===== config.mk =====
export PLATFORM = sky130hd
export DESIGN_NAME = load_store_unit_flat
export DESIGN_NICKNAME = d
export VERILOG_FILES = /design/src/rtl/load_store_unit_pkg.sv /design/src/rtl/load_store_unit_if.sv /design/src/rtl/load_store_unit_align.sv /design/src/rtl/load_store_unit.sv /design/src/flat_wrapper.sv
export SDC_FILE = /design/constraint.sdc
export NUM_CORES = 1
export LEC_CHECK = 0
export CAP_MARGIN = 5
export CORE_MARGIN = 2
export CORE_UTILIZATION = 30
export CTS_CLUSTER_DIAMETER = 120
export DETAILED_ROUTE_END_ITERATION = 6
export PLACE_DENSITY = 0.58
export SLEW_MARGIN = 15
export SYNTH_ARGS = -nofsm -noshare
export SYNTH_HDL_FRONTEND = slang
export SYNTH_HIERARCHICAL = 1
export SYNTH_SLANG_ARGS = --single-unit
export TNS_END_PERCENT = 5

===== constraint.sdc =====
create_clock -name i_clk -period 2.41 [get_ports i_clk]
set_clock_uncertainty 0.1 [all_clocks]
set_input_delay 0.241 -clock i_clk [delete_from_list [all_inputs] [get_ports i_clk]]
set_output_delay 0.241 -clock i_clk [all_outputs]
set_load 0.02 [all_outputs]

===== src/rtl/load_store_unit_pkg.sv =====
// Shared definitions for the load/store unit: funct3 codes, FSM states and
// request-legality helpers.
package load_store_unit_pkg;

  localparam logic [2:0] F3_B  = 3'b000;
  localparam logic [2:0] F3_H  = 3'b001;
  localparam logic [2:0] F3_W  = 3'b010;
  localparam logic [2:0] F3_BU = 3'b100;
  localparam logic [2:0] F3_HU = 3'b101;

  typedef enum logic [2:0] {
    ST_IDLE,
    ST_LOAD,
    ST_RMW_RD,
    ST_WRITE,
    ST_RESP
  } lsu_state_e;

  function automatic logic f3_load_ok(input logic [2:0] f3);
    return (f3 == F3_B) || (f3 == F3_H) || (f3 == F3_W) || (f3 == F3_BU) || (f3 == F3_HU);
  endfunction

  function automatic logic f3_store_ok(input logic [2:0] f3);
    return (f3 == F3_B) || (f3 == F3_H) || (f3 == F3_W);
  endfunction

  function automatic logic f3_is_half(input logic [2:0] f3);
    return (f3 == F3_H) || (f3 == F3_HU);
  endfunction

endpackage


===== src/rtl/load_store_unit_if.sv =====
// Core-side request/response handshake of the load/store unit.
interface load_store_unit_if;
  logic        req_valid;
  logic        req_ready;
  logic        req_is_load;
  logic        req_is_store;
  logic [2:0]  req_funct3;
  logic [31:0] req_addr;
  logic [31:0] req_wdata;
  logic        resp_valid;
  logic [31:0] resp_rdata;
  logic        resp_err;

  modport master (
    output req_valid, req_is_load, req_is_store, req_funct3, req_addr, req_wdata,
    input  req_ready, resp_valid, resp_rdata, resp_err
  );

  modport slave (
    input  req_valid, req_is_load, req_is_store, req_funct3, req_addr, req_wdata,
    output req_ready, resp_valid, resp_rdata, resp_err
  );
endinterface


===== src/rtl/load_store_unit_align.sv =====
// Combinational lane logic: load extract/extend and sub-word store merge.
module lsu_align
  import load_store_unit_pkg::*;
(
  input  logic [31:0] i_mem_rdata,
  input  logic [31:0] i_wdata,
  input  logic [1:0]  i_byte_off,
  input  logic [2:0]  i_funct3,
  output logic [31:0] o_load_data,
  output logic [31:0] o_merged
);

  logic [7:0]  w_byte;
  logic [15:0] w_half;

  always_comb begin
    w_byte = i_mem_rdata[7:0];
    case (i_byte_off)
      2'd1:    w_byte = i_mem_rdata[15:8];
      2'd2:    w_byte = i_mem_rdata[23:16];
      2'd3:    w_byte = i_mem_rdata[31:24];
      default: w_byte = i_mem_rdata[7:0];
    endcase
    w_half = i_byte_off[1] ? i_mem_rdata[31:16] : i_mem_rdata[15:0];
  end

  always_comb begin
    o_load_data = i_mem_rdata;
    case (i_funct3)
      F3_B:    o_load_data = {{24{w_byte[7]}}, w_byte};
      F3_H:    o_load_data = {{16{w_half[15]}}, w_half};
      F3_BU:   o_load_data = {24'd0, w_byte};
      F3_HU:   o_load_data = {16'd0, w_half};
      default: o_load_data = i_mem_rdata;
    endcase
  end

  always_comb begin
    o_merged = i_mem_rdata;
    case (i_funct3)
      F3_B: o_merged[{i_byte_off, 3'b000} +: 8] = i_wdata[7:0];
      F3_H: begin
        if (i_byte_off[1]) o_merged[31:16] = i_wdata[15:0];
        else               o_merged[15:0]  = i_wdata[15:0];
      end
      default: o_merged = i_wdata;
    endcase
  end

endmodule


===== src/rtl/load_store_unit.sv =====
// Load/store unit: owns all data-memory traffic, aligns and extends loads,
// runs SB/SH as read-modify-write against a word-only memory.
module load_store_unit
  import load_store_unit_pkg::*;
#(
  parameter int unsigned MEM_WORDS = 16
) (
  input  logic              i_clk,
  input  logic              i_reset_n,
  load_store_unit_if.slave  core,
  output logic [31:0]       o_mem_addr,
  output logic [31:0]       o_mem_wdata,
  output logic              o_mem_read_en,
  output logic              o_mem_write_en,
  output logic              o_mem_reset,
  input  logic [31:0]       i_mem_rdata
);

  lsu_state_e  r_state;
  lsu_state_e  w_state_nxt;
  logic [2:0]  r_funct3;
  logic [31:0] r_addr;
  logic [31:0] r_wdata;
  logic [31:0] r_wbuf;
  logic [31:0] r_rdata;
  logic        r_err;

  logic        w_accept;
  logic        w_req_err;
  logic        w_rd_en;
  logic        w_wr_en;
  logic [31:0] w_mem_addr;
  logic [31:0] w_mem_wdata;
  logic [31:0] w_load_data;
  logic [31:0] w_merged;

  lsu_align u_align (
    .i_mem_rdata (i_mem_rdata),
    .i_wdata     (r_wdata),
    .i_byte_off  (r_addr[1:0]),
    .i_funct3    (r_funct3),
    .o_load_data (w_load_data),
    .o_merged    (w_merged)
  );

  assign w_accept = core.req_valid && (r_state == ST_IDLE);

  always_comb begin
    w_req_err = 1'b0;
    if (core.req_is_load == core.req_is_store)                      w_req_err = 1'b1;
    if (core.req_is_load && !f3_load_ok(core.req_funct3))           w_req_err = 1'b1;
    if (core.req_is_store && !f3_store_ok(core.req_funct3))         w_req_err = 1'b1;
    if (f3_is_half(core.req_funct3) && core.req_addr[0])            w_req_err = 1'b1;
    if ((core.req_funct3 == F3_W) && (core.req_addr[1:0] != 2'b00)) w_req_err = 1'b1;
    if ({2'b00, core.req_addr[31:2]} >= MEM_WORDS)                  w_req_err = 1'b1;
  end

  always_ff @(posedge i_clk) begin
    if (!i_reset_n) r_state <= ST_IDLE;
    else            r_state <= w_state_nxt;
  end

  always_comb begin
    w_state_nxt = r_state;
    w_rd_en     = 1'b0;
    w_wr_en     = 1'b0;
    w_mem_addr  = '0;
    w_mem_wdata = '0;
    case (r_state)
      ST_IDLE: begin
        if (core.req_valid) begin
          if (w_req_err)                        w_state_nxt = ST_RESP;
          else if (core.req_is_load)            w_state_nxt = ST_LOAD;
          else if (core.req_funct3 == F3_W)     w_state_nxt = ST_WRITE;
          else                                  w_state_nxt = ST_RMW_RD;
        end
      end
      ST_LOAD: begin
        w_rd_en     = 1'b1;
        w_mem_addr  = {r_addr[31:2], 2'b00};
        w_state_nxt = ST_RESP;
      end
      ST_RMW_RD: begin
        w_rd_en     = 1'b1;
        w_mem_addr  = {r_addr[31:2], 2'b00};
        w_state_nxt = ST_WRITE;
      end
      ST_WRITE: begin
        w_wr_en     = 1'b1;
        w_mem_addr  = {r_addr[31:2], 2'b00};
        w_mem_wdata = (r_funct3 == F3_W) ? r_wdata : r_wbuf;
        w_state_nxt = ST_RESP;
      end
      ST_RESP:  w_state_nxt = ST_IDLE;
      default:  w_state_nxt = ST_IDLE;
    endcase
  end

  // resp_rdata only changes on the edge entering RESP, so it holds between responses
  always_ff @(posedge i_clk) begin
    if (!i_reset_n) begin
      r_funct3 <= '0;
      r_addr   <= '0;
      r_wdata  <= '0;
      r_wbuf   <= '0;
      r_rdata  <= '0;
      r_err    <= 1'b0;
    end else begin
      if (w_accept) begin
        r_funct3 <= core.req_funct3;
        r_addr   <= core.req_addr;
        r_wdata  <= core.req_wdata;
        r_err    <= w_req_err;
        if (w_req_err) r_rdata <= '0;
      end
      if (r_state == ST_LOAD)   r_rdata <= w_load_data;
      if (r_state == ST_RMW_RD) r_wbuf  <= w_merged;
      if (r_state == ST_WRITE)  r_rdata <= '0;
    end
  end

  // Reset blocks the memory side combinationally so an in-flight write is never issued
  assign o_mem_read_en  = w_rd_en && i_reset_n;
  assign o_mem_write_en = w_wr_en && i_reset_n;
  assign o_mem_addr     = i_reset_n ? w_mem_addr  : '0;
  assign o_mem_wdata    = i_reset_n ? w_mem_wdata : '0;
  assign o_mem_reset    = ~i_reset_n;

  assign core.req_ready  = (r_state == ST_IDLE);
  assign core.resp_valid = (r_state == ST_RESP);
  assign core.resp_rdata = r_rdata;
  assign core.resp_err   = r_err;

endmodule


===== src/flat_wrapper.sv =====
// flat-port wrapper written by rule: the top's interface ports become plain ports
module load_store_unit_flat import load_store_unit_pkg::*;
#(
  parameter int unsigned MEM_WORDS = 16
)
  (i_clk, i_reset_n, o_mem_addr, o_mem_wdata, o_mem_read_en, o_mem_write_en, o_mem_reset, i_mem_rdata, core_req_valid, core_req_is_load, core_req_is_store, core_req_funct3, core_req_addr, core_req_wdata, core_req_ready, core_resp_valid, core_resp_rdata, core_resp_err);
  load_store_unit_if core_i ();
  input  logic i_clk;
  input  logic i_reset_n;
  output logic [31:0] o_mem_addr;
  output logic [31:0] o_mem_wdata;
  output logic o_mem_read_en;
  output logic o_mem_write_en;
  output logic o_mem_reset;
  input  logic [31:0] i_mem_rdata;
  input wire logic [$bits(core_i.req_valid)-1:0] core_req_valid;
  input wire logic [$bits(core_i.req_is_load)-1:0] core_req_is_load;
  input wire logic [$bits(core_i.req_is_store)-1:0] core_req_is_store;
  input wire logic [$bits(core_i.req_funct3)-1:0] core_req_funct3;
  input wire logic [$bits(core_i.req_addr)-1:0] core_req_addr;
  input wire logic [$bits(core_i.req_wdata)-1:0] core_req_wdata;
  output wire logic [$bits(core_i.req_ready)-1:0] core_req_ready;
  output wire logic [$bits(core_i.resp_valid)-1:0] core_resp_valid;
  output wire logic [$bits(core_i.resp_rdata)-1:0] core_resp_rdata;
  output wire logic [$bits(core_i.resp_err)-1:0] core_resp_err;
  assign core_i.req_valid = core_req_valid;
  assign core_i.req_is_load = core_req_is_load;
  assign core_i.req_is_store = core_req_is_store;
  assign core_i.req_funct3 = core_req_funct3;
  assign core_i.req_addr = core_req_addr;
  assign core_i.req_wdata = core_req_wdata;
  assign core_req_ready = core_i.req_ready;
  assign core_resp_valid = core_i.resp_valid;
  assign core_resp_rdata = core_i.resp_rdata;
  assign core_resp_err = core_i.resp_err;
  load_store_unit #(.MEM_WORDS(MEM_WORDS)) u_core (.i_clk(i_clk), .i_reset_n(i_reset_n), .core(core_i), .o_mem_addr(o_mem_addr), .o_mem_wdata(o_mem_wdata), .o_mem_read_en(o_mem_read_en), .o_mem_write_en(o_mem_write_en), .o_mem_reset(o_mem_reset), .i_mem_rdata(i_mem_rdata));
endmodule

# After elaboration in Yosys (flattened, before gate mapping)

Cells that the tools add are included.
W data, S select, Z words.

Bits of input ports: 104
Register bits: 135

Reduce and logical (&&, ||, !) cells: 25
Bitwise operators: 1
Shifts and indexed selects: 2
Mux-type cells: 28
Add/subtract/negate cells: 1
Equality and inequality tests: 17
Magnitude comparators: 1

Operator list:

| operator                 | count |
|---|---|
| $mux W32                 | 8 |
| $pmux W32 S4             | 1 |
| $pmux W32 S2             | 1 |
| $mux W16                 | 3 |
| $bwmux W32               | 1 |
| $shift A8 B7 Y32 const A | 1 |
| $shiftx A8 B7 Y32        | 1 |
| $ge A30 B5 Y1 const B    | 1 |
| $pmux W8 S3              | 1 |
| $eq A3 B3 Y1 const B     | 5 |
| $eq A3 B2 Y1 const B     | 4 |
| $eq A3 B1 Y1 const B     | 3 |
| $logic_not A3 Y1         | 3 |
| $mux W1                  | 9 |
| $mux W3                  | 3 |
| $pmux W3 S3              | 1 |
| $logic_and A1 B1 Y1      | 7 |
| $neg A5 Y7               | 1 |
| $reduce_bool A2 Y1       | 3 |
| $reduce_or A2 Y1         | 3 |
| $logic_or A1 B1 Y1       | 5 |
| $eq A2 B2 Y1 const B     | 2 |
| $reduce_or A3 Y1         | 1 |
| $eq A2 B1 Y1 const B     | 1 |
| other kinds (5)          | 6 |

# Depth between registers and ports, before layout

Depth after elaboration: 15
Gate-level depth with buffers: 10
Mapped depth without buffers: 8

# Modules after synthesis

Netlist, hierarchy kept.

By module, submodules not included:

| module          | times used | cells an instance | area an instance (um^2) | seq. area each (um^2) |
|---|---|---|---|---|
| load_store_unit | 1          | 779               | 5803.1                  | 2702.6 |
| lsu_align       | 1          | 256               | 1808.0                  | 0.0 |

# Worst setup path before layout

Ideal clock, no wire load.

Path kind: flip-flop to flip-flop
Start: register u_core.r_addr[1]
End: register u_core.r_rdata[23], in the netlist u_core/core.resp_rdata[23]
Required time: 2176 ps
Slack: -7 ps
Data arrival time: 2183 ps
Clock period less this slack: 2417 ps
Cell stages (with the launch flop): 11
Library setup time: 134 ps
Cell sequence: dfxtp_1 -> buf_2 -> clkinv_1 -> ha_1 -> a22o_1 -> o211ai_4 -> nand2_4 -> buf_6 -> a21o_1 -> a22oi_1 -> o22ai_1

Word-level cells in the longest chain between the ends: 4
Elaborated cells on any way between the ends: 7

Ends and longest elaborated chain:

| item                                                | line                        | RTL |
|---|---|---|
| start: declaration                                  | load_store_unit.sv:22       | `logic [31:0] r_addr;` |
| start signal: assignment                            | load_store_unit.sv:111      | `r_addr <= core.req_addr;` |
| $eq A2 B2 Y1 / $eq A2 B1 Y1 (equally long branches) | load_store_unit_align.sv:18 | `case (i_byte_off)` |
| $pmux W8 S3                                         | load_store_unit_align.sv:18 |  |
| $pmux W32 S4 (*)                                    | load_store_unit_align.sv:29 | `case (i_funct3)` |
| named net u_core.w_load_data[23]                    | load_store_unit.sv:34       | `logic [31:0] w_load_data;` |
| $mux W32 (*)                                        | load_store_unit.sv:116      | `if (r_state == ST_LOAD) r_rdata <= w_load_data;` |
| end signal: assignment                              | load_store_unit.sv:116      |  |
| end: declaration                                    | load_store_unit.sv:25       | `logic [31:0] r_rdata;` |

Mark *: on every way through the listed nets, which the timed path passes. The rest lies on a longest branch.
A chain may end at the register's enable or synchronous reset.

# Worst setup path in the final report

Start: register u_core.r_funct3[2]
End: output o_mem_wdata[1]

Word-level cells in the longest chain between the ends: 4

Ends and longest elaborated chain:

| item                     | line                   | RTL |
|---|---|---|
| start: declaration       | load_store_unit.sv:21  | `logic [2:0] r_funct3;` |
| start signal: assignment | load_store_unit.sv:110 | `r_funct3 <= core.req_funct3;` |
| $eq A3 B2 Y1             | load_store_unit.sv:91  | `w_mem_wdata = (r_funct3 == F3_W) ? r_wdata : r_wbuf;` |
| $mux W32                 | load_store_unit.sv:91  |  |
| $mux W32                 | load_store_unit.sv:69  | `case (r_state)` |
| $mux W32                 | load_store_unit.sv:126 | `assign o_mem_wdata = i_reset_n ? w_mem_wdata : '0;` |
| end: declaration         | flat_wrapper.sv:11     | `output logic [31:0] o_mem_wdata;` |

Every way passes these cells.

==> results.cfg <==
[run_status]
outcome = completed

[critical_path]
path_cells = nor2_1 -> and2_1 -> buf_12 -> nand2_1 -> a21oi_1 -> dlygate4sd2_1
cp_slowest_cell = dfxtp_2
critPathCaptureType = output pin
startpoint_type = flop
crit_required_ns = 2.07
path_class = flop to output pin
path_max_fanout = 20
crit_arrival_ns = 1.93
cp_slowest_stage_delay_ns = 0.36

[final_layout]
finalNonFillerCells = 1549
nets = 1314
syn_to_final_growth_pct = 39.4
final_core_util_pct = 42.4
drive_above_1_share_pct = 8.54

[grt]
first_global_vias = 7941
gr-usage-met3_pct = 5.71
track_usage_pct = 22.1
gr-usage-met2_pct = 34.6
met1_usage_pct = 29.0
grt_pass1_wl_um = 45400
grt_max_degree = 100
grt_overflow_total = 0
grt_busiest_layer = met2
antenna_found_initial = 1

[sta]
max_freq_mhz = 440
setup_viol = 0
holdWs_ns = 0.260
hold_violations = 0
worst_slew_pin_slew_ns = 1.10
slew_viol_final = 0
rsz0062_at_grt = false
period_needed_ns = 2.27
max_slew_margin_pct = 26.5
layout_worst_path_cycle_share_pct = 94.3

[synthesis]
synth_async_sr_flop_share_pct = 0
synth_top_family_by_area = compound AO/OA/AOI/OAI gates
synthTopCellsByArea = dfxtp_1, nand2_1, a21oi_1
synth-seq-cells = 135
synth_edf_count = 0
synth_ff_type = dfxtp_1
syn_area_mm2 = 0.00761
synth_simple_gate_area_share_pct = 24.9
yosys.area.top_type = dfxtp_1
muxShareOfSynthArea_pct = 2.38
synth_top_area_share_pct = 35.5
yosys_warnings = 6
synthCells = 1035
synth_compound_area_share_pct = 30.0
synthAdderAreaFrac_pct = 0.822
ys_seq_area_share_pct = 35.5
synth-xor-area-share_pct = 0
synth_area_per_cell_um2 = 7.35
ys_types = 56

[clock_network]
numCtsBuffers = 17
cts-hold-fix-buffers = 0
cts.sinks = 135
htree_levels = 4
post-cts-setup-buffer-count = 0
clock_path_buffers = 2
cts_tree = done
clk_transition_reported_paths_ns = 0.06
clock-root-buffer = clkbuf_16
clock_latency_ns = 0.43

[routing]
ant_nets = 0
drt_iter0_markers = 740
vias = 8264
wire_per_inst_um = 19.1
dr.pass1.iters = 5
drc = 0
viasPerCell = 5.34
routed_wl_um = 29600

[hold_path]
min_path_type = input port to flop

[die]
rows = 58
die_w_um = 163
initial_core_util_pct = 30.4
top_level_ports = 206
die-area_mm2 = 0.0267
core-area_mm2 = 0.0250
fp.dieH_um = 163

[placement]
numPlacedInstances = 1516
hpwl_um = 20900
io_buffer_count = 203
gp_congestion = 0.926

[pwr]
power_leakage_nw = 3.99
pwr-share-clk_pct = 45.1
comb_power_share_pct = 16.6
power_mw = 6.17
powerDensity_mw_per_mm2 = 582
seqPwrFrac_pct = 38.3
ir_drop_uv = 413
switching_share_pct = 27.4
switchingPower_mw = 1.69
intPower_mw = 4.48

[flow_run]
drv_cap = 0
==> cell type report <==
cell class | count | area (um^2)
antenna | 1 | 2.50
clock buffer | 18 | 429
clock inverter | 14 | 183
fill | 2638 | 14400
inverter | 14 | 53.8
multi-input combinational | 788 | 4460
sequential | 135 | 2710
tap | 330 | 413
timing repair buffer | 249 | 2370
==> repair_timing <==
action | 4_1_cts | 5_1_grt
gates resized for setup | 66 | 4
pin swaps | 0 | 0
gates cloned | 0 | 0
setup endpoints to repair | 63 | 8
==> worst paths after layout <==
kind / start / endpoint / slack (ns) / cells after the start
max reg2reg: u_core/r_addr[1]$_SDFFE_PN0P_ / u_core/r_wbuf[26]$_SDFFE_PN0N_ / 0.22 / 8
min: core_req_wdata[9] / u_core/r_wdata[9]$_SDFFE_PN0P_ / 0.26 / 3
max: u_core/r_funct3[2]$_SDFFE_PN0P_ / o_mem_wdata[1] / 0.14 / 6
min reg2reg: u_core/r_addr[13]$_SDFFE_PN0P_ / u_core/r_addr[13]$_SDFFE_PN0P_ / 0.35 / 2
==> power groups by stage <==
stage | registers, mW | logic [mW] | clock network (mW)
after detailed placement | 2.41 | 1.01 | 0
after CTS | 2.36 | 1.01 | 2.84
after global placement | 2.41 | 1.01 | 0
after global routing | 2.37 | 1.11 | 2.93
after floorplan | 2.39 | 0.586 | 0
final | 2.36 | 1.02 | 2.79
==> worst max-delay path: cells and delay by family, from the launching register on <==
family / cells / cell delay [ns]
AND/OR/NAND/NOR: 3 / 0.47
flip-flops: 1 / 0.36
buffers and inverters: 2 / 0.52
AO/OA/AOI/OAI: 1 / 0.15
==> cells in the final DEF, fill, tap and decap left out, types with 19 or more instances in the layout <==
cell | Yosys | layout
a21oi_1 | 163 | 163
a22o_1 | 25 | 25
a22oi_1 | 39 | 39
and2_1 | 33 | 33
buf_4 | 4 | 40
clkdlybuf4s50_1 | 0 | 139
dfxtp_1 | 135 | 133
dlygate4sd2_1 | 0 | 63
nand2_1 | 276 | 275
nand4_1 | 33 | 33
nor2_1 | 21 | 19
nor2b_1 | 20 | 20
o22ai_1 | 43 | 43
==> per-layer routing <==
metal / vias to the layer above / share of wire [%]
li1: 4022 / -
met1: 3860 / 43
met2: 324 / 46
met3: 58 / 7.7
met4: 0 / 2.8
met5: - / 0
==> cells in the mapped netlist, types with 6 or more instances <==
| cell type | n |
|---|---|
| buf_2 | 25 |
| a22o_1 | 25 |
| and2_1 | 33 |
| o22a_1 | 7 |
| inv_1 | 11 |
| nor4_1 | 6 |
| clkbuf_1 | 61 |
| a21oi_1 | 163 |
| buf_1 | 7 |
| nor2_1 | 21 |
| o22ai_1 | 43 |
| a22oi_1 | 39 |
| nand2_1 | 276 |
| o21a_1 | 8 |
| a31oi_1 | 7 |
| nor2b_1 | 20 |
| nand4_1 | 33 |
| a21o_1 | 17 |
| a221o_1 | 16 |
| mux2i_1 | 17 |
| dfxtp_1 | 135 |
==> logic make-up (layout without fill, tap and decap cells) <==
kind of cell             Yosys count  count (layout)
AO/OA/AOI/OAI                    350             350
AND/OR/NAND/NOR                  413             413
multiplexers                      18              18
adder cells (fa/ha/maj)            5               5
flip-flops                       135             135
buffers and inverters            113             295
other                              1               3
==> registers in the layout, summed over array words and instances (netlist names) <==
register,count
u_core/r_addr,32
u_core/core.resp_err,1
u_core/r_wbuf,32
u_core/r_funct3,3
u_core/r_wdata,32
u_core/core.resp_rdata,32
u_core/r_state,3
==> metrics by stage <==
stage          cell area, um^2  setup slack [ns]  TNS [ns]
2_1_floorplan             7620             0.101         0
3_3_place_gp             10100           -0.0231   -0.0941
3_5_place_dp             10100           -0.0593    -0.324
4_1_cts                  10600            0.0928         0
5_1_grt                  10600           0.00467         0
6_report                 10600             0.138         0
Power figures use the tool's default switching activity.
